### src/rtl/cache_pkg.sv
// Shared definitions for the direct-mapped cache: refill FSM states, default
// array geometry and address-split helpers.
package cache_pkg;

    localparam int ADDR_W_DEF         = 32;
    localparam int DATA_W_DEF         = 32;
    localparam int INDEX_W_DEF        = 6;
    localparam int WORDS_PER_LINE_DEF = 4;

    typedef enum logic [2:0] {
        ST_IDLE,
        ST_INVAL,
        ST_REQ,
        ST_FILL,
        ST_COMMIT,
        ST_DONE
    } refill_state_e;

    // Helpers work on a 64-bit view of the address; callers size-cast the result.
    function automatic logic [63:0] addr_offset(input logic [63:0] addr, input int offw);
        return (addr >> 2) & ((64'd1 << offw) - 64'd1);
    endfunction

    function automatic logic [63:0] addr_index(input logic [63:0] addr, input int offw,
                                               input int indexw);
        return (addr >> (2 + offw)) & ((64'd1 << indexw) - 64'd1);
    endfunction

    function automatic logic [63:0] addr_tag(input logic [63:0] addr, input int offw,
                                             input int indexw);
        return addr >> (2 + offw + indexw);
    endfunction

endpackage

### src/rtl/cache_refill_ctrl.sv
// Line-refill controller: invalidates the victim line, fetches a full line from
// memory, writes it into the data array, then commits tag and valid together.
module cache_refill_ctrl
    import cache_pkg::*;
#(
    parameter int ADDRWIDTH    = ADDR_W_DEF,
    parameter int DATAWIDTH    = DATA_W_DEF,
    parameter int INDEXWIDTH   = INDEX_W_DEF,
    parameter int WORDSPERLINE = WORDS_PER_LINE_DEF,
    localparam int OFFW        = $clog2(WORDSPERLINE),
    localparam int TAGWIDTH    = ADDRWIDTH - INDEXWIDTH - OFFW - 2
) (
    input  logic                  clk,
    input  logic                  rst,
    input  logic                  miss_req,
    input  logic [ADDRWIDTH-1:0]  miss_addr,
    output logic                  busy,
    output logic                  refill_done,
    output logic                  mem_req,
    output logic [ADDRWIDTH-1:0]  mem_addr,
    input  logic                  mem_gnt,
    input  logic                  mem_rvalid,
    input  logic [DATAWIDTH-1:0]  mem_rdata,
    output logic                  data_cs,
    output logic                  data_web,
    output logic [INDEXWIDTH-1:0] data_index,
    output logic [OFFW-1:0]       data_offset,
    output logic [DATAWIDTH-1:0]  data_in,
    output logic                  tag_cs,
    output logic                  tag_web,
    output logic [INDEXWIDTH-1:0] tag_index,
    output logic [TAGWIDTH-1:0]   tag_in,
    output logic                  valid_cs,
    output logic                  valid_web,
    output logic [INDEXWIDTH-1:0] valid_index,
    output logic                  valid_datain
);

    refill_state_e         state_q, state_d;
    logic [INDEXWIDTH-1:0] index_q, index_d;
    logic [TAGWIDTH-1:0]   tag_q,   tag_d;
    logic [OFFW-1:0]       cnt_q,   cnt_d;
    logic [DATAWIDTH-1:0]  data_q,  data_d;

    always_ff @(posedge clk or negedge rst) begin
        if (!rst) begin
            state_q <= ST_IDLE;
            index_q <= '0;
            tag_q   <= '0;
            cnt_q   <= '0;
            data_q  <= '0;
        end else begin
            // NOTE: non-blocking assignments so every register samples pre-edge values.
            state_q <= state_d;
            index_q <= index_d;
            tag_q   <= tag_d;
            cnt_q   <= cnt_d;
            data_q  <= data_d;
        end
    end

    always_comb begin
        // NOTE: every next-state and output gets a default first, so no path infers a latch.
        state_d      = state_q;
        index_d      = index_q;
        tag_d        = tag_q;
        cnt_d        = cnt_q;
        data_d       = data_q;
        busy         = (state_q != ST_IDLE);
        refill_done  = 1'b0;
        mem_req      = 1'b0;
        data_cs      = 1'b0;
        data_web     = 1'b1;
        data_in      = data_q;
        tag_cs       = 1'b0;
        tag_web      = 1'b1;
        valid_cs     = 1'b0;
        valid_web    = 1'b1;
        valid_datain = 1'b0;

        case (state_q)
            ST_IDLE: begin
                if (miss_req) begin
                    index_d = INDEXWIDTH'(addr_index(64'(miss_addr), OFFW, INDEXWIDTH));
                    tag_d   = TAGWIDTH'(addr_tag(64'(miss_addr), OFFW, INDEXWIDTH));
                    cnt_d   = '0;
                    state_d = ST_INVAL;
                end
            end
            // Clearing valid first keeps lookups missing while the line is half-written.
            ST_INVAL: begin
                valid_cs  = 1'b1;
                valid_web = 1'b0;
                state_d   = ST_REQ;
            end
            ST_REQ: begin
                mem_req = 1'b1;
                if (mem_gnt) begin
                    state_d = ST_FILL;
                end
            end
            ST_FILL: begin
                if (mem_rvalid) begin
                    data_cs  = 1'b1;
                    data_web = 1'b0;
                    data_in  = mem_rdata;
                    data_d   = mem_rdata;
                    cnt_d    = cnt_q + OFFW'(1);
                    if (cnt_q == OFFW'(WORDSPERLINE - 1)) begin
                        state_d = ST_COMMIT;
                    end
                end
            end
            ST_COMMIT: begin
                tag_cs       = 1'b1;
                tag_web      = 1'b0;
                valid_cs     = 1'b1;
                valid_web    = 1'b0;
                valid_datain = 1'b1;
                state_d      = ST_DONE;
            end
            ST_DONE: begin
                refill_done = 1'b1;
                state_d     = ST_IDLE;
            end
            default: state_d = ST_IDLE;
        endcase
    end

    assign mem_addr    = {tag_q, index_q, {(OFFW + 2){1'b0}}};
    assign data_index  = index_q;
    assign tag_index   = index_q;
    assign valid_index = index_q;
    assign data_offset = cnt_q;
    assign tag_in      = tag_q;

endmodule

### config.mk
export PLATFORM = sky130hd
export DESIGN_NAME = cache_refill_ctrl
export DESIGN_NICKNAME = d
export VERILOG_FILES = /design/src/rtl/cache_pkg.sv /design/src/rtl/cache_refill_ctrl.sv
export SDC_FILE = /design/constraint.sdc
export NUM_CORES = 1
export LEC_CHECK = 0
export CAP_MARGIN = 20
export CORE_ASPECT_RATIO = 1.75
export CORE_UTILIZATION = 30
export DETAILED_ROUTE_END_ITERATION = 7
export HOLD_SLACK_MARGIN = 0.06
export PLACE_DENSITY_LB_ADDON = 0.08
export REMOVE_ABC_BUFFERS = 1
export SLEW_MARGIN = 10
export SYNTH_ARGS = -nofsm -noshare
export SYNTH_HDL_FRONTEND = slang
export SYNTH_SLANG_ARGS = --single-unit
### constraint.sdc
create_clock -name clk -period 2.5 [get_ports clk]
set_input_delay 0.625 -clock clk [delete_from_list [all_inputs] [get_ports clk]]
set_output_delay 0.625 -clock clk [all_outputs]
set_load 0.005 [all_outputs]
After elaboration in Yosys (flattened, before gate mapping). Index checks and enable logic that the tools add are counted.

Register bits after elaboration: 65. Bits of input ports: 69. Logic and storage cells: 43.

Equal/unequal tests: 10. Add/sub/neg operators: 1. Muxes and demuxes: 20. Reduce and logical (&&, ||, !) cells: 7.

Operators by type and width (count): 32-bit 2-to-1 mux (2); 3-bit case mux with 5 select lines (1); 3-bit 2-to-1 mux (4); 1-bit 2-to-1 mux (10); 2-bit inequality test (second input constant) (4); 3-bit by 2-bit == test with 1-bit output (second input constant) (2); 3-bit == test (second input constant) (2); 2-bit 2-to-1 mux (2); 2-bit case mux with 2 select lines (1); 4-bit AND reduction (1); 3-bit by 1-bit == test with 1-bit output (second input constant) (1); 3-bit logical NOT (1); 3-bit AND reduction (1); 3-bit nonzero test (1); 2-bit by 1-bit adder with 2-bit output (second input constant) (1); 2-bit == test (second input constant) (1); 2-bit AND reduction (1); 2-bit nonzero test (1); 2-bit OR reduction (1).

Logic depth before layout (Yosys ltp).
Word-level depth: 4. Depth in mapped cells: 7. Mapped depth without buffers: 4.

Least setup slack after synthesis. No wires, ideal clock.

Path type: in2out. From: in mem_rvalid. To: out data_in[10]. Cell stages on the path: 6. Path buffers: 2. Setup slack: 0.516 ns. Data required time: 1.875 ns. Arrival time: 1.359 ns. Path through: and4b_1 buf_2 inv_2 buf_2 nand2_1 nand2_1.

Word-level cells in the longest chain between the ends: 2.

RTL lines: from (decl) (line cache_refill_ctrl.sv:22) `input logic mem_rvalid,`; 32-bit 2-to-1 mux (line cache_refill_ctrl.sv:103) `if (mem_rvalid) begin`; 32-bit 2-to-1 mux (line cache_refill_ctrl.sv:81) `case (state_q)`; to (decl) (line cache_refill_ctrl.sv:28) `output logic [DATAWIDTH-1:0] data_in,`.

Every way passes these cells.

Worst setup path in the final report.
From: in mem_rvalid. To: out data_web.

Word-level cells in the longest chain between the ends: 2.

RTL lines: 1-bit 2-to-1 mux (line cache_refill_ctrl.sv:103); 1-bit 2-to-1 mux (line cache_refill_ctrl.sv:81); to (decl) (line cache_refill_ctrl.sv:25) `output logic data_web,`.

Every way passes these cells.

==> impl_metrics.ini <==
[floorplanning]
start_util_pct = 30.9
core-area_um2 = 9410
die_h_um = 132
io_pins = 185
rows = 47
die-width_um = 76.4
fp.dieArea_um2 = 10100

[sta]
rsz0062_at_grt = false
fin_crit_ps = 2430
slew_headroom_pct = 62.6
clock_skew_ps = 4.92
worst_slack_ps = 66.4
fin_crit_sh_pct = 97.3
setup_violations = 0
slew_viol_final = 0
hold_violations = 0
worst_slew_pin_slew_ps = 562
max_freq_mhz = 411

[yosys]
ys.flop_type = dfrtp_1
avgSynthCellArea_um2 = 10.6
yosys_register_bits = 65
seq_area_frac_synth_pct = 56.0
syn_inst = 274
yosysWarnings = 0
synth_edf_count = 0
ys_async_sr_fraction_pct = 100
syn_area_um2 = 2910
ys_types = 26

[grt]
grt_pass1_wl_um = 11900
antenna_found_initial = 0
track_usage_pct = 15.2
grt_pass1_vias = 2342
grt_max_degree = 27
grt-ovfl-total = 0

[critical_path]
worst_ep_arrival_time_ps = 1810
path_class = in -> out
r2r-end = tag_in[1]
cp_num_buf_inv = 5
reg2reg_slack_ps = 880
worstPathRequired_ps = 1880
worstPathCellList = clkdlybuf4s15_2 -> and4b_4 -> inv_4 -> buf_6 -> buf_4 -> clkdlybuf4s50_1
slowest_delay_ps = 430
worstRegToRegCells = 4
cp_max_fo = 6
rr_startpoint = state_q[2]
cp-start-kind = input pin
crit_path_end_kind = output pin
crit_family = buffers and inverters
cp_slowest_cell = clkdlybuf4s50_1

[routing]
vias = 2350
post_drt_wl_per_cell_um = 12.9
wirelength_um = 7110
drc = 0
antenna_left = 0
viasPerCell = 4.25
dr.pass1.iters = 4
drt-initial-drc-count = 87

[clock_tree]
clk_path_buf_depth = 2
cts_buffers = 9
cts_tree = built
clock-sinks = 65
cts-root-buf = clkbuf_16
clk_latency_ps = 330
clk_pin_slew_ps = 50
cts_max_level = 3

[run_status]
status = finished clean

[placement]
hpwl_um = 5160
post-place-ws_ps = -483
dp.cells = 531
dpl_cell_area_um2 = 4550
place.gp.congestion = 0.708
io_buffers = 176

[power_and_ir_drop]
p_per_area_nw_per_um2 = 1200
p_leak_nw = 2.29
ir_drop_v = 0.000616

[min_path]
hp-class = in -> async

[cells_and_area]
final_area_um2 = 4920
antenna_cells = 0
fillCellCount = 896
area_growth_pct = 69.3
multi_input_area_um2 = 852
post-route-util_pct = 52.3
fin_nets = 497
layout-drive-gt1-share_pct = 13.7
finalNonFillerCells = 553
seqCellArea_um2 = 1630

[job]
cap_violations = 0
-- power by group --
| part | leakage [nW] | total (mW) | internal, mW | switching (mW) |
|---|---|---|---|---|
| logic | 1.37 | 2.90 | 1.91 | 0.993 |
| clock network | 0.138 | 1.17 | 0.744 | 0.429 |
| registers | 0.786 | 1.84 | 1.57 | 0.274 |
| total | 2.29 | 5.92 | 4.22 | 1.70 |
-- how the worst max path moves through the flow --
stage	endpoint	slack (ps)	depth (start not counted)	startpoint
after floorplan	data_in[0]	-150	4	mem_rvalid
after global placement	data_in[17]	-450	6	mem_rvalid
after detailed placement	data_in[20]	-480	6	mem_rvalid
after CTS	data_in[17]	50	8	mem_rvalid
after global routing	data_in[7]	2	7	mem_rvalid
final	data_web	70	6	mem_rvalid
-- what timing repair did --
action,in CTS,in global routing
gates resized for setup,43,5
pin swaps,1,0
hold endpoints to repair,0,0
setup endpoints to repair,34,5
cloned,2,0
setup buffers,6,0
hold buffers,0,0
-- layout make-up --
class,count,area share (%)
sequential,65,33.1
multi-input combinational,150,17.3
clock inverter,2,0.254
timing repair buffer,197,40.4
inverter,4,0.356
clock buffer,13,5.49
tap,122,3.10
-- flip-flops by register name, summed over array words and instances (netlist names) --
name         count
data_q          32
tag_in          22
data_index       6
state_q          3
data_offset      2
-- cell families (layout without fill, tap and decap cells) --
family | count (synthesis) | in the layout | synth area share [%]
fa+ha+maj | 1 | 1 | 0.430
other cells | 1 | 4 | 0.129
flops | 65 | 65 | 56.0
simple gates | 110 | 110 | 15.5
xor+xnor | 1 | 1 | 0.301
mux | 29 | 29 | 11.2
buf+inv | 62 | 216 | 15.2
compound gates | 5 | 5 | 1.16
-- cell usage in the layout (no fill, tap or decap), drive strengths merged, types with 4 or more instances in the layout --
master         netlist  layout
buf                 58      21
clkbuf               0      13
clkdlybuf4s15        0       7
clkdlybuf4s50        0     142
conb                 1       4
dfrtp               65      65
dlygate4sd2          0      26
inv                  4       4
mux2                29      29
nand2               99      99
nor2                 4       4
-- layer usage --
metal  routed length (µm)  vias to the layer above  track usage, %  share of wire (%)
li1                     -                     1122               -                  -
met1                 2710                     1110            16.8                 38
met2                 3800                      110            26.3                 53
met3                  488                        8            4.36                6.9
met4                  110                        0            8.01                1.5
met5                    0                        -               0                  0
-- synthesized netlist by cell type, types with 2 or more instances --
master   count  share of area [%]
mux2_1      10                3.9
nand2_1     99                 13
buf_2        9                1.5
mux2_2      19                7.4
buf_4       46                 12
dfrtp_1     65                 56
inv_1        3               0.39
nor2_1       4               0.52
buf_6        2               0.77
-- per-stage QoR --
| step | power (mW) | hold WS (ps) | setup TNS (ps) |
|---|---|---|---|
| global route | 6.32 | 322 | 0 |
| floorplan | 2.65 | 329 | -4800 |
| detailed placement | 4.86 | 456 | -14950 |
| CTS | 6.03 | 287 | 0 |
| global placement | 4.82 | 453 | -14350 |
| finish | 5.92 | 285 | 0 |
-- worst register-to-register path, delay by kind of cell (launching register included) --
kind | cells | cell delay (ps)
buffers and inverters | 2 | 400
DFF | 1 | 370
muxes | 1 | 370
and+or+nand+nor | 1 | 370
Power figures use the tool's default switching activity.
